<file path="src/rtl/riscv_pkg.sv">
// Shared core definitions for the fetch stage.
// Widths, instruction size and fetch FSM states.
package riscv_pkg;

    localparam int XLEN = 32;
    localparam int INSTR_BYTES = 4;
    localparam logic [31:0] RESET_PC_DEFAULT = 32'd4;

    typedef enum logic {
        S_BOOT,
        S_RUN
    } fetch_state_t;

endpackage

</file>
<file path="src/rtl/fetch_fifo.sv">
// Prefetch buffer between PC logic and decode.
// Head entry is registered so decode sees stable outputs.
module fetch_fifo #(
    parameter int WIDTH = 64,
    parameter int DEPTH = 2
) (
    input  logic             clk,
    input  logic             reset,
    input  logic             push,
    input  logic             pop,
    input  logic             flush,
    input  logic [WIDTH-1:0] din,
    output logic [WIDTH-1:0] dout,
    output logic             empty,
    output logic             full
);
    import riscv_pkg::*;

    localparam int AW = (DEPTH > 1) ? $clog2(DEPTH) : 1;
    localparam int CW = $clog2(DEPTH + 1);

    logic [WIDTH-1:0] mem [DEPTH];
    logic [AW-1:0]    rd_ptr;
    logic [AW-1:0]    wr_ptr;
    logic [CW-1:0]    count;
    logic [CW-1:0]    count_n;
    logic             do_push;
    logic             do_pop;

    function automatic logic [AW-1:0] bump(
        input logic [AW-1:0] p
    );
        if (p == AW'(DEPTH - 1)) begin
            return '0;
        end
        return p + AW'(1);
    endfunction

    assign empty   = (count == '0);
    assign full    = (count == CW'(DEPTH));
    assign do_pop  = pop && !empty;
    assign do_push = push && (!full || do_pop);
    assign count_n = count + CW'(do_push)
                   - CW'(do_pop);

    // pointer and occupancy bookkeeping
    always_ff @(posedge clk) begin
        if (reset || flush) begin
            rd_ptr <= '0;
            wr_ptr <= '0;
            count  <= '0;
        end else begin
            if (do_push) begin
                wr_ptr <= bump(wr_ptr);
            end
            if (do_pop) begin
                rd_ptr <= bump(rd_ptr);
            end
            count <= count_n;
        end
    end

    // entry storage, no reset needed
    always_ff @(posedge clk) begin
        if (do_push && !flush) begin
            mem[wr_ptr] <= din;
        end
    end

    // registered head: bypass din when it becomes the head
    always_ff @(posedge clk) begin
        if (reset || flush) begin
            dout <= '0;
        end else if (count_n != '0) begin
            if (count == '0 ||
                (do_pop && count == CW'(1))) begin
                dout <= din;
            end else if (do_pop) begin
                dout <= mem[bump(rd_ptr)];
            end
        end
    end

endmodule

</file>
<file path="src/rtl/instr_fetch_unit.sv">
// Fetch stage: owns the PC, reads imem, feeds decode.
// Boot delay, back-pressure and redirect with flush.
module instr_fetch_unit #(
    parameter int              XLEN        = riscv_pkg::XLEN,
    parameter logic [XLEN-1:0] RESET_PC    =
        XLEN'(riscv_pkg::RESET_PC_DEFAULT),
    parameter int              IMEM_BYTES  = 256,
    parameter int              FIFO_DEPTH  = 2,
    parameter int              BOOT_CYCLES = 1
) (
    input  logic            clk,
    input  logic            reset,
    output logic [XLEN-1:0] imem_addr,
    input  logic [XLEN-1:0] imem_rdata,
    input  logic            redirect_valid,
    input  logic [XLEN-1:0] redirect_pc,
    output logic            if_valid,
    input  logic            if_ready,
    output logic [XLEN-1:0] if_instr,
    output logic [XLEN-1:0] if_pc,
    output logic            booting
);
    import riscv_pkg::*;

    localparam int BW = $clog2(BOOT_CYCLES + 2);
    localparam int EW = 2 * XLEN;

    fetch_state_t    state;
    fetch_state_t    state_n;
    logic [BW-1:0]   boot_cnt;
    logic            boot_last;
    logic            fetch_en;
    logic [XLEN-1:0] pc;
    logic [XLEN:0]   pc_sum;
    logic [XLEN-1:0] pc_inc;
    logic            push;
    logic            pop;
    logic            empty;
    logic            full;
    logic [EW-1:0]   head;

    assign boot_last = (boot_cnt <= BW'(1));
    assign pop       = if_valid && if_ready;
    assign push      = fetch_en && !redirect_valid
                    && (!full || pop);

    assign pc_sum = {1'b0, pc}
                  + (XLEN + 1)'(INSTR_BYTES);
    assign pc_inc =
        (pc_sum >= (XLEN + 1)'(IMEM_BYTES))
        ? '0 : pc_sum[XLEN-1:0];

    assign imem_addr = pc;
    assign if_valid  = !empty;
    assign if_pc     = head[EW-1:XLEN];
    assign if_instr  = head[XLEN-1:0];

    // fetch state register
    always_ff @(posedge clk) begin
        if (reset) begin
            state <= S_BOOT;
        end else begin
            state <= state_n;
        end
    end

    // leave boot once the idle cycles are spent
    always_comb begin
        state_n = state;
        case (state)
            S_BOOT:  if (boot_last) state_n = S_RUN;
            S_RUN:   state_n = S_RUN;
            default: state_n = S_BOOT;
        endcase
    end

    // state-derived controls
    always_comb begin
        booting  = 1'b0;
        fetch_en = 1'b0;
        case (state)
            S_BOOT:  booting  = 1'b1;
            S_RUN:   fetch_en = 1'b1;
            default: booting  = 1'b1;
        endcase
    end

    // boot idle counter, saturates at zero
    always_ff @(posedge clk) begin
        if (reset) begin
            boot_cnt <= BW'(BOOT_CYCLES);
        end else if (state == S_BOOT &&
                     boot_cnt != '0) begin
            boot_cnt <= boot_cnt - BW'(1);
        end
    end

    // PC: redirect wins, else advance on push
    always_ff @(posedge clk) begin
        if (reset) begin
            pc <= RESET_PC;
        end else begin
            unique case (1'b1)
                redirect_valid:
                    pc <= {redirect_pc[XLEN-1:2], 2'b00};
                push:
                    pc <= pc_inc;
                default: ;
            endcase
        end
    end

    fetch_fifo #(
        .WIDTH (EW),
        .DEPTH (FIFO_DEPTH)
    ) u_fifo (
        .clk   (clk),
        .reset (reset),
        .push  (push),
        .pop   (pop),
        .flush (redirect_valid),
        .din   ({pc, imem_rdata}),
        .dout  (head),
        .empty (empty),
        .full  (full)
    );

endmodule

</file>
<file path="config.mk">
export PLATFORM = sky130hd
export DESIGN_NAME = instr_fetch_unit
export DESIGN_NICKNAME = d
export VERILOG_FILES = /design/src/rtl/riscv_pkg.sv /design/src/rtl/fetch_fifo.sv /design/src/rtl/instr_fetch_unit.sv
export SDC_FILE = /design/constraint.sdc
export NUM_CORES = 1
export LEC_CHECK = 0
export BUFFER_PORTS_ARGS = -buffer_cell sky130_fd_sc_hd__buf_2
export CAP_MARGIN = 20
export CORE_ASPECT_RATIO = 0.9
export CORE_MARGIN = 3
export CORE_UTILIZATION = 30
export DETAILED_ROUTE_END_ITERATION = 16
export SLEW_MARGIN = 10
export SYNTH_ARGS = -nofsm -noshare
export SYNTH_HDL_FRONTEND = slang
export SYNTH_SLANG_ARGS = --single-unit
</file>
<file path="constraint.sdc">
create_clock -name clk -period 14.3 [get_ports clk]
set_input_delay 1.43 -clock clk [delete_from_list [all_inputs] [get_ports clk]]
set_output_delay 1.43 -clock clk [all_outputs]
set_load 0.05 [all_outputs]
</file>
==> results.yml <==
setup_path:
  worstPathArrival_ps: 4160
  r2r.worst_path.cells: 12
  worst_r2r_startpoint: "u_fifo.count[1]$_SDFF_PP0_"
  cp-endpoint: "u_fifo.dout[44]$_SDFFE_PP0P_"
  endpoint_kind: "flip-flop"
  reg2reg_setup_slack_ps: 10880
  worst_setup_path_start_kind: "input port"
  critPathMaxStageDelay_ps: 650
  worst-path-max-fanout: 74
  critPathLaunch: "if_ready"
  path_cells: "buf_2, o31ai_4, buf_4, nor2_1, ha_1, o21ai_0, nand2_1, o311ai_4, buf_4, a211oi_1, a21oi_1, nor2_1"
  endpoint_of_the_worst_slack_reg_to_reg_timing_path: "u_fifo.dout[44]$_SDFFE_PP0P_"
  setup.worst_path.class: "input port to flip-flop"
  cp.required_ps: 14680
  critical_path.slowest_cell: "buf_4"
placement:
  placed_area_sq_um: 10600
  place.port_buffers: 159
  post-dp-hpwl_um: 14400
  dp_cells: 1362
  globalplace.congestion: 0.733
  preCtsSetupSlack_ps: 9910
grt:
  global_route.usage.total_pct: 13.1
  grt_first_pass_wirelength_um: 35400
  globalRoute.totalOverflow: 0
  grt_antenna_before_repair: 0
  grt_pass1_vias: 6365
  largest_net_degree_at_the_start_of_global_routing: 75
pwr:
  power.clock.fraction_pct: 42.5
  cellInternalPower_mw: 1.19
  power_switching_share_pct: 26.4
  post-layout-total-power_mw: 1.62
  static-leakage-power_nw: 4.20
  sequential_cell_fraction_of_total_power_pct: 45.2
  netSwitchingPower_mw: 0.427
  power.combinational.fraction_pct: 12.4
  vdd.ir_drop.worst_mv: 0.0713
  power_density_nw_per_um2: 141
layout:
  layout.cell_area.non_filler_sq_um: 11500
  register_area_sq_um: 5710
  post_layout_nonfiller_instances: 1410
  num-nets-final: 1060
  antennaDiodeCount: 0
  post_layout_util_pct: 37.8
  fillCellCount: 3005
  layout-area-overhead-vs-synth_pct: 21.7
  multi_input_area_sq_um: 3450
  final_layout_size_suffix_gt1_share_pct: 23.9
  layout.cells.most_common: "nor2_1"
  most_used_cells_in_the_layout_excluding_fill_and_tap_cells: "186 x nor2_1, 159 x buf_2, 124 x edfxtp_1, 98 x dfxtp_1, 92 x a21oi_1"
cts:
  cts_tree: "yes"
  clk_root_buffer_cell: "clkbuf_16"
  cts.hold.buffers_added: 0
  clock_path_buffers: 3
  cts_setup_buffers: 0
  tritoncts_num_sinks: 223
  cts_buffers: 26
  post_cts_resize_count: 0
  clock_pin_slew_reported_for_the_worst_setup_and_hold_paths_after_clock_tree_synthesis_ps: 60
  cts_htree_levels: 1
  worst_skew_pair.late_latency_ps: 520
logic_synthesis:
  async_flop_share_pct: 0
  synthesis.area_per_instance_sq_um: 11.0
  syn-cell-area_sq_um: 9430
  synthDistinctLibCells: 62
  yosys_warnings: 0
  yosys_most_used_dff: "edfxtp_1"
  post_synth_inst_count: 858
  number_of_flops_mapped_to_enable_cells_by_yosys: 124
  synth_sequential_area_ratio_pct: 60.5
  ys_seq_elements: 223
sta:
  hold_violations: 0
  hold-worst-slack_ps: 464
  setup_viol: 0
  final_period_minus_worst_setup_slack_ps: 3790
  tightestPinTransition_ps: 1110
  slew_violations: 0
  layout_setup_ws_ps: 10510
  timing.slew.headroom_pct: 26.0
  finalCritPeriodShare_pct: 26.5
  tns_ps: 0
  clock-skew-final_ps: 6.66
  rsz0062_at_grt: "no"
  fmax_mhz: 264
outcome:
  outcome: "finished, final reports clean"
die:
  initial_core_util_pct: 31.0
  die-width_um: 193
  dieArea_sq_um: 33600
  cell_rows: 60
  die_h_um: 174
  fp.coreArea_sq_um: 30400
  ios: 166
routing:
  route.detailed.vias_per_inst: 4.83
  drt_drc_violations_left: 0
  vias: 6811
  first_drt_iteration_drcs: 352
  drt_pass1_iterations: 5
  antenna_violating_nets_post_route: 0
  detail_route.wl_per_cell_um: 16.2
  wirelength_um: 22800
job:
  max_cap_violations: 0
worst_hold_path:
  worst_hold_path_type: "flip-flop to flip-flop"
==> per-layer routing <==
layer	wire length, um	vias up	global-route usage, %
met5	0	-	0
li1	-	3362	-
met1	10900	3218	18.7
met2	9970	195	20.9
met4	525	0	3.01
met3	1400	36	2.26
==> power groups by stage <==
stage	Clock (mW)	Sequential, mW	Combinational, mW
after floorplan	0	0.778	0.112
after global placement	0	0.743	0.199
after detailed placement	0	0.744	0.202
after CTS	0.708	0.730	0.203
after global routing	0.736	0.734	0.220
final	0.687	0.730	0.200
==> cell usage after synthesis, types with 4 or more instances <==
cell type	count	share of area [%]
edfxtp_1	124	39
nor2_1	186	7.4
nand4_1	7	0.46
and3_1	5	0.33
ha_1	5	0.66
a31oi_1	4	0.27
xnor2_1	11	1.0
nor3_1	5	0.27
clkbuf_1	45	1.8
a211oi_1	65	5.2
dfxtp_1	99	21
nand2_1	33	1.3
xor2_1	5	0.46
inv_1	11	0.44
buf_4	5	0.40
buf_1	10	0.40
mux2i_1	67	7.1
a21oi_1	92	4.9
buf_2	10	0.53
nand3_1	8	0.42
==> final cells by class <==
class                   instances  area share [%]
repair buffers                168            7.52
clock inverters                17            1.75
multi-input cells             557            30.1
inverters                      11           0.360
well taps                     403            4.39
clock buffers                  31            6.19
flip-flops and latches        223            49.7
==> how the worst min path moves through the flow <==
stage                                   startpoint                to  slack [ps]  cells past startpoint
after floorplan           boot_cnt[1]$_SDFFE_PP0P_  state$_SDFF_PP0_         430                      1
after global placement    boot_cnt[1]$_SDFFE_PP0P_  state$_SDFF_PP0_         440                      1
after detailed placement  boot_cnt[1]$_SDFFE_PP0P_  state$_SDFF_PP0_         460                      1
after CTS                 boot_cnt[1]$_SDFFE_PP0P_  state$_SDFF_PP0_         460                      1
after global routing      boot_cnt[1]$_SDFFE_PP0P_  state$_SDFF_PP0_         490                      1
final                     boot_cnt[1]$_SDFFE_PP0P_  state$_SDFF_PP0_         460                      1
==> worst max-delay path: cells and delay by family <==
| family | cells | cell delay [ps] |
|---|---|---|
| AOI/OAI and AO/OA | 5 | 750 |
| and+or+nand+nor | 3 | 370 |
| adders and majority gates | 1 | 420 |
| buffers and inverters | 3 | 1170 |
==> flip-flops by register name, indices dropped and copies added (netlist names) <==
signal,flops
boot_cnt,2
imem_addr,30
state,1
u_fifo.count,2
u_fifo.dout,62
u_fifo.mem,124
u_fifo.rd_ptr,1
u_fifo.wr_ptr,1
==> cells by family (layout without fill, tap and decap cells) <==
family	Yosys count	in the layout	share of synthesized area, %
AND/OR/NAND/NOR	275	275	13.5
flip-flops	223	223	60.5
AO/OA/AOI/OAI	190	190	13.2
buffers and inverters	81	227	3.55
multiplexers	67	67	7.11
XOR/XNOR	16	16	1.49
adder cells (fa/ha/maj)	5	5	0.663
other	1	4	0.0397
No activity file was read; power rests on OpenSTA's default activity.
